===== src/rtl/inst_fetch_stage.sv =====
// -----------------------------------------------------------------------------
// inst_fetch_stage
//
// Instruction-fetch stage of the pipelined LoongArch core. It generates the
// next PC, drives a synchronous-read instruction SRAM (one cycle of read
// latency), and holds one fetched instruction. That instruction is handed to
// decode over a valid/allowin handshake. A taken branch from decode redirects
// fetch in the same cycle, and the wrong-path instruction in the slot is
// discarded.
//
// Optional feature macro: FS_INST_BUF_EN
//   defined   : during a decode stall the returned instruction is captured in
//               a local buffer, and the SRAM is idle until the slot moves.
//   undefined : there is no buffer. The held PC is re-read from the SRAM on
//               every stall cycle, so the read data always matches the held PC.
//   The fs_to_ds_* behaviour seen at the ports is the same in both builds.
//
// Ports
//   clk              in   clock, all state updates on the rising edge
//   resetn           in   asynchronous active-low reset
//   ds_allowin       in   decode can accept an instruction this cycle
//   br_taken         in   single-cycle redirect pulse from decode
//   br_target [31:0] in   redirect address, used unmodified
//   fs_to_ds_valid   out  fs_to_ds_pc / fs_to_ds_inst are valid
//   fs_to_ds_pc      out  PC of the held instruction
//   fs_to_ds_inst    out  held instruction word
//   inst_sram_en     out  SRAM read enable
//   inst_sram_we     out  always 0 (fetch never writes)
//   inst_sram_addr   out  SRAM read address
//   inst_sram_wdata  out  always 0
//   inst_sram_rdata  in   data for the address presented in the previous
//                         cycle with inst_sram_en=1
// -----------------------------------------------------------------------------
module inst_fetch_stage #(
   parameter logic [31:0] RESET_PC = 32'h1c00_0000
) (
   input  logic        clk,
   input  logic        resetn,
   input  logic        ds_allowin,
   input  logic        br_taken,
   input  logic [31:0] br_target,
   output logic        fs_to_ds_valid,
   output logic [31:0] fs_to_ds_pc,
   output logic [31:0] fs_to_ds_inst,
   output logic        inst_sram_en,
   output logic        inst_sram_we,
   output logic [31:0] inst_sram_addr,
   output logic [31:0] inst_sram_wdata,
   input  logic [31:0] inst_sram_rdata
);

   logic        pfs_valid;
   logic        fs_valid;
   logic [31:0] fs_pc;
   logic [31:0] seq_pc;
   logic [31:0] nextpc;
   logic        fs_allowin;
   logic        issue;
   logic        stall;
   logic        buf_valid;
   logic [31:0] inst_buf;

   // A sequential PC wraps modulo 2^32, so ffff_fffc is followed by 0.
   assign seq_pc     = fs_pc + 32'd4;
   assign nextpc     = br_taken ? br_target : seq_pc;

   // A flush frees the slot even while decode is stalled.
   assign fs_allowin = !fs_valid || ds_allowin || br_taken;
   assign stall      = fs_valid && !ds_allowin && !br_taken;
   assign issue      = pfs_valid && fs_allowin;

   assign fs_to_ds_valid  = fs_valid && !br_taken;
   assign fs_to_ds_pc     = fs_pc;
   assign fs_to_ds_inst   = buf_valid ? inst_buf : inst_sram_rdata;
   assign inst_sram_we    = 1'b0;
   assign inst_sram_wdata = 32'h0000_0000;

   // --- pre-fetch / fetch slot state ---
   // pfs_valid is set on the first edge after reset and then stays set. It
   // delays the first issue by one cycle, so the first hand-over of RESET_PC
   // comes two edges after resetn rises.
   always_ff @(posedge clk or negedge resetn) begin
      if (!resetn) begin
         pfs_valid <= 1'b0;
         fs_valid  <= 1'b0;
         fs_pc     <= RESET_PC - 32'd4;
      end else begin
         pfs_valid <= 1'b1;
         if (issue) begin
            fs_pc    <= nextpc;
            fs_valid <= 1'b1;
         end else if (fs_allowin) begin
            // The slot empties with no refill. This happens only before
            // pfs_valid is set.
            fs_valid <= 1'b0;
         end
      end
   end

`ifdef FS_INST_BUF_EN
   // --- stall capture buffer ---
   // On the first stall cycle the SRAM still returns the held instruction.
   // It is captured here, and the SRAM is idle for the rest of the stall.
   always_ff @(posedge clk or negedge resetn) begin
      if (!resetn) begin
         buf_valid <= 1'b0;
         inst_buf  <= 32'h0000_0000;
      end else if (fs_allowin) begin
         buf_valid <= 1'b0;
      end else if (stall && !buf_valid) begin
         inst_buf  <= inst_sram_rdata;
         buf_valid <= 1'b1;
      end
   end

   assign inst_sram_en   = issue;
   assign inst_sram_addr = nextpc;
`else
   assign buf_valid = 1'b0;
   assign inst_buf  = 32'h0000_0000;

   // While stalled, the held PC is re-read so that rdata stays on it.
   assign inst_sram_en   = issue || stall;
   assign inst_sram_addr = stall ? fs_pc : nextpc;
`endif

endmodule


===== config.mk =====
export PLATFORM = sky130hd
export DESIGN_NAME = inst_fetch_stage
export DESIGN_NICKNAME = d
export VERILOG_FILES = /design/src/rtl/inst_fetch_stage.sv
export SDC_FILE = /design/constraint.sdc
export NUM_CORES = 1
export LEC_CHECK = 0
export ABC_AREA = 1
export BUFFER_PORTS_ARGS = -buffer_cell sky130_fd_sc_hd__buf_2
export CAP_MARGIN = 20
export CORE_UTILIZATION = 48
export CTS_CLUSTER_DIAMETER = 50
export DETAILED_ROUTE_END_ITERATION = 6
export HOLD_SLACK_MARGIN = 0.02
export PLACE_DENSITY = 0.88
export SLEW_MARGIN = 20
export SYNTH_ARGS = -nofsm -noshare
export SYNTH_HDL_FRONTEND = slang
export SYNTH_SLANG_ARGS = --single-unit

===== constraint.sdc =====
create_clock -name clk -period 4.55 [get_ports clk]
set_clock_uncertainty 0.1 [all_clocks]
set_input_delay 0.6825 -clock clk [delete_from_list [all_inputs] [get_ports clk]]
set_output_delay 0.6825 -clock clk [all_outputs]
set_load 0.01 [all_outputs]

Word level (Yosys, flattened, before mapping). Index checks and enable logic that the tools add are counted.

Flip-flop bits (word level): 34. Latch bits: 0. Memory bits (writable): 0. ROM bits: 0. Bits of input ports: 68. Output and inout port bits: 131. Word-level logic and storage cells: 19. Memories kept: 0.

$add $sub $neg: 1. Multiply operators: 0. Div/mod/pow operators: 0. Order comparisons: 0. Equality and inequality tests: 0. Shifts and indexed selects: 0. Muxes and demuxes: 4. Bitwise operators: 0. Reductions and logical operators: 11.

Operators by type and width (count): $mux 32 (2); $add 32x3->32 const B (1); $logic_and 1x1->1 (4); $logic_not 1->1 (3); $logic_or 1x1->1 (3); $mux 1 (2); $reduce_bool 2->1 (1).

Depth between registers and ports, before layout. Gate-level depths: netlist of the first run.

Depth in word-level cells: 5. Depth in mapped cells: 10. Mapped depth without buffers: 10.

Least setup slack after synthesis of the first run. No wires, ideal clock.

Kind: reg2out. Start: register fs_pc[3], in the netlist fs_to_ds_pc[3]. End: output port inst_sram_addr[26]. Arrival time: 1.609 ns. Data required time: 3.768 ns. Slack: 2.159 ns. Stages on the path, launching flop included: 11. Path buffers: 0. Path through: dfstp_2 ha_1 nand2_1 nor2_4 nand2_1 nor2_1 nand2_1 nand2_1 nand3_1 nand3_1 nand2_1.

Word-level cells in the longest chain between the ends: 3.

Ends and longest elaborated chain: from (decl) (line 54) `logic [31:0] fs_pc;`; from (signal assigned) (line 86) `fs_pc <= RESET_PC - 32'd4;`; from (signal assigned) (line 90) `fs_pc <= nextpc;`; $add 32x3->32 (line 64) `assign seq_pc = fs_pc + 32'd4;`; $mux 32 (line 65) `assign nextpc = br_taken ? br_target : seq_pc;`; $mux 32 (line 124) `assign inst_sram_addr = stall ? fs_pc : nextpc;`; to (decl) (line 47) `output logic [31:0] inst_sram_addr,`.

No other way between the ends.

Worst setup path after layout of the first run.
Start: input port br_taken. End: output port inst_sram_en.

Word-level cells in the longest chain between the ends: 3. Elaborated cells between the ends (all ways): 5. Those cells by class: reduce/logical (5).

Ends and longest elaborated chain: from (decl) (line 40) `input logic br_taken,`; $logic_or 1x1->1 / $logic_not 1->1 (equally long branches) (line 68, 69); $logic_and 1x1->1, on equally long branches (line 70, 69); $logic_or 1x1->1 (*) (line 123) `assign inst_sram_en = issue || stall;`; to (decl) (line 45) `output logic inst_sram_en,`.

Every way passes the cells marked *; elsewhere a longest branch is shown, timed or not.

==> impl_metrics.env, run 1 <==
export IMPL_status="complete, no violations"
export IMPL_viasPerCell=4.964
export IMPL_hold_slack_ns=0.3743
export IMPL_synth_top_area_cell="nand2_1"
export IMPL_hp_class="in2async"
export IMPL_grt_antenna_before_repair=0
export IMPL_fmaxAchievable_ghz=0.3095
export IMPL_netlist_instances=559
export IMPL_endpoint_kind="output port"
export IMPL_track_usage=0.2518
export IMPL_drive_gt1_frac=0.2621
export IMPL_die_w_um=86.20
export IMPL_n_fill_cell=723
export IMPL_setup_viol=0
export IMPL_fin_util=0.5359
export IMPL_worst_pin_slew_ns=0.7794
export IMPL_grt_pass1_vias=3165
export IMPL_preCtsSetupSlack_ns=1.115
export IMPL_synthTopCellsByArea="nand2_1 (24%), dfstp_2 (20%), buf_4 (15%)"
export IMPL_final_nets=687
export IMPL_start_kind="input pin"
export IMPL_grt_max_degree=39
export IMPL_insertion_delay_ns=0.28
export IMPL_dieArea_um2=7430
export IMPL_drt_wirelength_per_cell_um=12.95
export IMPL_drcViolationCount=0
export IMPL_post_cts_buffers=0
export IMPL_die_h_um=86.20
export IMPL_cts_root_buffer="clkbuf_8"
export IMPL_cts_hold_buf=0
export IMPL_clockBufferDepth=2
export IMPL_netlist_area_um2=3403
export IMPL_crit_chain="buf_2 -> nor3_4 -> buf_4 -> inv_2 -> nand2_1 -> nand2_1 -> buf_2"
export IMPL_synth_cell_types=27
export IMPL_finalCritPeriodShare=0.7102
export IMPL_port_buffers=101
export IMPL_fin_area_um2=3661
export IMPL_p_leak_nw=1.877
export IMPL_path_class="in2out"
export IMPL_synth_yosys_warnings=0
export IMPL_setup_tns_ns=0
export IMPL_syn_to_final_growth_pct=7.573
export IMPL_slowest_delay_ns=0.40
export IMPL_layout_commonest_cell="nand2_1"
export IMPL_grt_overflow=0
export IMPL_htree_levels=2
export IMPL_final_max_slew_viol_count=0
export IMPL_setup_slack_ns=1.319
export IMPL_dp_hpwl_um=7075
export IMPL_finalHoldViolations=0
export IMPL_synth_top_cell_area_share=0.2438
export IMPL_pin_count=199
export IMPL_postPlaceCellArea_um2=3570
export IMPL_cts_clk_slew_worst_paths_ns=0.07
export IMPL_start_util=0.4982
export IMPL_row_count=30
export IMPL_required_ns=3.77
export IMPL_first_pass_iters=4
export IMPL_core_area_um2=6832
export IMPL_drtAntennaViolNets=0
export IMPL_critPathTopFamily="buffers and inverters"
export IMPL_antenna_cells=0
export IMPL_slowest_stage="nand2_1"
export IMPL_maxCapViolCount=0
export IMPL_clock_sinks=34
export IMPL_cts_tree="built"
export IMPL_p_per_area_nw_per_um2=289.0
export IMPL_critPathMaxFanout=28
export IMPL_syn_area_per_cell_um2=6.088
export IMPL_timing_slew_headroom=0.4804
export IMPL_cp_buffers_inverters=4
export IMPL_first_iter_violations=229
export IMPL_cts_resized_gates=0
export IMPL_drt_total_wl_um=9248
export IMPL_final_cell_mix="nand2_1 (221), buf_2 (101), nand3_1 (68)"
export IMPL_num_vias=3544
export IMPL_yosysSeqAreaShare=0.2596
export IMPL_ir_drop_v=0.0001324
export IMPL_period_minus_slack_ns=3.231
export IMPL_synth_seq_cells=34
export IMPL_arrival_ns=2.45
export IMPL_rsz0062_at_grt="no"
export IMPL_grt_pass1_wl_um=14900
export IMPL_cts_made_buffers=5
export IMPL_gp_congestion=0.8976
## worst register-to-register path: cells and delay by family (launching register included)
family | cells | cell delay (ns)
compound gates | 1 | 0.20
buf+inv | 4 | 1.35
simple gates | 3 | 0.54
flops | 1 | 0.36
## final cells by class
class | count | area [um2] | share of cell area
Timing Repair Buffer | 106 | 550.5 | 0.1504
Multi-Input combinational cell | 437 | 1903 | 0.5198
Clock buffer | 7 | 76.32 | 0.02085
Sequential cell | 34 | 883.3 | 0.2413
Inverter | 34 | 127.6 | 0.03486
Tap cell | 96 | 120.1 | 0.03281
## flip-flops by register name, indices dropped and copies added (netlist names)
name,count
fs_valid,1
pfs_valid,1
fs_to_ds_pc,32
## power breakdown
group | internal (mW) | total (mW) | switching [mW]
Sequential | 0.376 | 0.452 | 0.0762
Clock | 0.106 | 0.218 | 0.112
Combinational | 0.148 | 0.388 | 0.240
## cell usage after synthesis
| master | count |
|---|---|
| a21oi_1 | 2 |
| and2_1 | 1 |
| buf_1 | 2 |
| buf_2 | 1 |
| buf_4 | 70 |
| buf_6 | 3 |
| clkbuf_1 | 10 |
| conb_1 | 2 |
| dfrtp_1 | 8 |
| dfstp_2 | 26 |
| ha_1 | 1 |
| inv_1 | 31 |
| inv_2 | 3 |
| nand2_1 | 221 |
| nand2_2 | 2 |
| nand3_1 | 68 |
| nor2_1 | 41 |
| nor2_2 | 4 |
| nor2_4 | 1 |
| nor3_4 | 1 |
| o211ai_1 | 6 |
| o21ai_0 | 29 |
| o21ai_1 | 5 |
| o21bai_1 | 5 |
| or2_2 | 14 |
| xnor2_1 | 1 |
| xor2_1 | 1 |
## stage by stage
stage,std cells,power (mW)
final,714,1.058
after detailed placement,706,0.8425
after global routing,714,1.138
after global placement,706,0.8307
after floorplan,591,0.7385
after CTS,713,1.061
## layer usage
layer	GRT usage	share of wire	routed length, um	vias up
met2	0.4278	0.48	4403	138
met1	0.3308	0.44	4047	1610
met3	0.03810	0.069	634	15
li1	-	-	-	1781
met4	0.07576	0.018	163	0
met5	0	0	0	-
## kinds of logic (layout without fill, tap and decap cells)
logic type      count (synthesis)  after routing  share of synthesized area
xor+xnor                        2              2                   0.005148
other cells                     2             34                   0.002207
buf+inv                       120            147                     0.2165
flops                          34             34                     0.2596
compound gates                 47             47                    0.07721
fa+ha+maj                       1              1                   0.003676
simple gates                  353            353                     0.4357
## final timing paths
kind,end,startpoint,cells after the start,slack [ns]
min,fs_to_ds_pc[26],resetn,1,0.37
min in group clk,fs_to_ds_pc[21],fs_to_ds_pc[21],2,0.41
min reg2reg,fs_to_ds_pc[21],fs_to_ds_pc[21],2,0.41
max in group asynchronous,fs_to_ds_pc[0],resetn,1,3.48
max reg2reg,fs_to_ds_pc[13],fs_valid,8,1.94
max,inst_sram_en,br_taken,7,1.32
Note: power is estimated with default switching activity, not from simulation.
==> inputs of run 2 (changes only) <==
--- a/config.mk
+++ b/config.mk
@@ -8,11 +8,11 @@
 export ABC_AREA = 1
 export BUFFER_PORTS_ARGS = -buffer_cell sky130_fd_sc_hd__buf_2
 export CAP_MARGIN = 20
-export CORE_UTILIZATION = 48
+export CORE_UTILIZATION = 45
 export CTS_CLUSTER_DIAMETER = 50
 export DETAILED_ROUTE_END_ITERATION = 6
 export HOLD_SLACK_MARGIN = 0.02
-export PLACE_DENSITY = 0.88
+export PLACE_DENSITY = 0.83
 export SLEW_MARGIN = 20
 export SYNTH_ARGS = -nofsm -noshare
 export SYNTH_HDL_FRONTEND = slang
==> constraint.sdc (replaced) <==
create_clock -name clk -period 3.1 [get_ports clk]
set_clock_uncertainty 0.1 [all_clocks]
set_input_delay 0.465 -clock clk [delete_from_list [all_inputs] [get_ports clk]]
set_output_delay 0.465 -clock clk [all_outputs]
set_load 0.01 [all_outputs]
==> impl_metrics.env, run 2 (synthesis results as in run 1) <==
export IMPL_final_cell_mix="nand2_1 (221), buf_2 (101), nand3_1 (68)"
export IMPL_timing_slew_headroom=0.4769
export IMPL_ir_drop_v=0.0002672
export IMPL_worst_pin_slew_ns=0.7847
export IMPL_finalHoldViolations=0
export IMPL_fmaxAchievable_ghz=0.3647
export IMPL_drt_wirelength_per_cell_um=12.95
export IMPL_preCtsSetupSlack_ns=0.6661
export IMPL_port_buffers=101
export IMPL_grt_max_degree=50
export IMPL_endpoint_kind="output port"
export IMPL_grt_overflow=0
export IMPL_cts_hold_buf=0
export IMPL_start_kind="register"
export IMPL_viasPerCell=4.908
export IMPL_cts_root_buffer="clkbuf_8"
export IMPL_start_util=0.4667
export IMPL_drt_total_wl_um=9295
export IMPL_cts_tree="built"
export IMPL_finalCritPeriodShare=0.8846
export IMPL_antenna_cells=0
export IMPL_crit_chain="ha_1 -> nand2_1 -> nor2_4 -> nand2_1 -> nor2_1 -> nand2_1 -> nand3_1 -> nand2_1 -> nand2_1 -> nand2_1 -> buf_2"
export IMPL_dp_cells=710
export IMPL_clock_sinks=34
export IMPL_cts_resized_gates=0
export IMPL_drive_gt1_frac=0.2666
export IMPL_die_w_um=88.97
export IMPL_p_leak_nw=1.912
export IMPL_r2r_cells=7
export IMPL_grt_antenna_before_repair=0
export IMPL_critPathMaxFanout=7
export IMPL_insertion_delay_ns=0.29
export IMPL_core_area_um2=7292
export IMPL_largest_reg_flops=32
export IMPL_setup_tns_ns=0
export IMPL_layout_commonest_cell="nand2_1"
export IMPL_p_per_area_nw_per_um2=469.7
export IMPL_hp_class="in2async"
export IMPL_setup_viol=0
export IMPL_slowest_stage="dfstp_2"
export IMPL_maxCapViolCount=0
export IMPL_clockBufferDepth=2
export IMPL_dieArea_um2=7915
export IMPL_pin_count=199
export IMPL_cts_made_buffers=5
export IMPL_syn_to_final_growth_pct=9.779
export IMPL_required_ns=2.53
export IMPL_dp_hpwl_um=7122
export IMPL_die_h_um=88.97
export IMPL_r2r_slack_ns=0.90
export IMPL_path_class="reg2out"
export IMPL_final_nets=687
export IMPL_arrival_ns=2.18
export IMPL_gp_congestion=0.8515
export IMPL_cts_clk_slew_worst_paths_ns=0.08
export IMPL_drtAntennaViolNets=0
export IMPL_status="complete, no violations"
export IMPL_final_max_slew_viol_count=0
export IMPL_grt_pass1_wl_um=14740
export IMPL_crit_top_cell="nand2_1"
export IMPL_grt_pass1_vias=3066
export IMPL_first_iter_violations=165
export IMPL_first_pass_iters=4
export IMPL_htree_levels=2
export IMPL_period_minus_slack_ns=2.742
export IMPL_row_count=31
export IMPL_track_usage=0.2423
export IMPL_slowest_delay_ns=0.57
export IMPL_rsz0062_at_grt="no"
export IMPL_num_vias=3524
export IMPL_setup_slack_ns=0.3577
export IMPL_post_cts_buffers=0
export IMPL_final_cells=718
export IMPL_drcViolationCount=0
==> run 2: cell types whose count changed in the layout (fill, tap and decap cells not counted) <==
cell | before | now
bufinv_16 | 0 | 2
clkbuf_1 | 2 | 0
buf_12 | 0 | 1
buf_8 | 1 | 0
clkbuf_8 | 5 | 6
==> run 2: path summary, 6_finish.rpt <==
path | start | endpoint
max | fs_to_ds_pc[2] | inst_sram_addr[18]
min | resetn | fs_valid
max reg2reg | fs_valid | fs_to_ds_pc[13]
min reg2reg | fs_to_ds_pc[23] | fs_to_ds_pc[23]
max in group asynchronous | resetn | fs_to_ds_pc[31]
min in group clk | br_target[14] | fs_to_ds_pc[14]
==> run 2: metrics by stage <==
| stage | power (mW) | hold slack (ns) | instance area, um2 | util |
|---|---|---|---|---|
| 2_1_floorplan | 1.084 | 0.06941 | 3523 | - |
| 4_1_cts | 1.767 | 0.1798 | 3736 | 0.5124 |
| 6_report | 1.755 | 0.1535 | 3736 | 0.5124 |
| 3_5_place_dp | 1.244 | 0.4063 | 3593 | 0.4928 |
| 5_1_grt | 1.880 | 0.2090 | 3736 | 0.5124 |
| 3_3_place_gp | 1.230 | 0.3969 | 3593 | 0.4928 |
==> run 2: report_power, final <==
part	switching (mW)	internal, mW
logic	0.350	0.219
registers	0.115	0.552
clock network	0.175	0.343
==> run 2: cell type report <==
type	instances	area, um2
repair buffers	106	555.5
well taps	99	123.9
fillers	776	3556
clock inverters	2	60.06
clock buffers	6	82.58
flip-flops and latches	34	883.3
multi-input cells	437	1903
inverters	34	127.6
==> run 2: critical path: cells and delay by family, from the launching register on <==
family	cells	cell delay, ns
AND/OR/NAND/NOR	9	1.00
flip-flops	1	0.57
adder cells (fa/ha/maj)	1	0.19
buffers and inverters	1	0.13
==> run 2: layer usage <==
metal / vias to the layer above / share of wire / track usage
li1: 1776 / - / -
met1: 1599 / 0.46 / 0.3234
met2: 130 / 0.48 / 0.4203
met3: 19 / 0.049 / 0.03509
met4: 0 / 0.011 / 0.04762
met5: - / 0 / 0
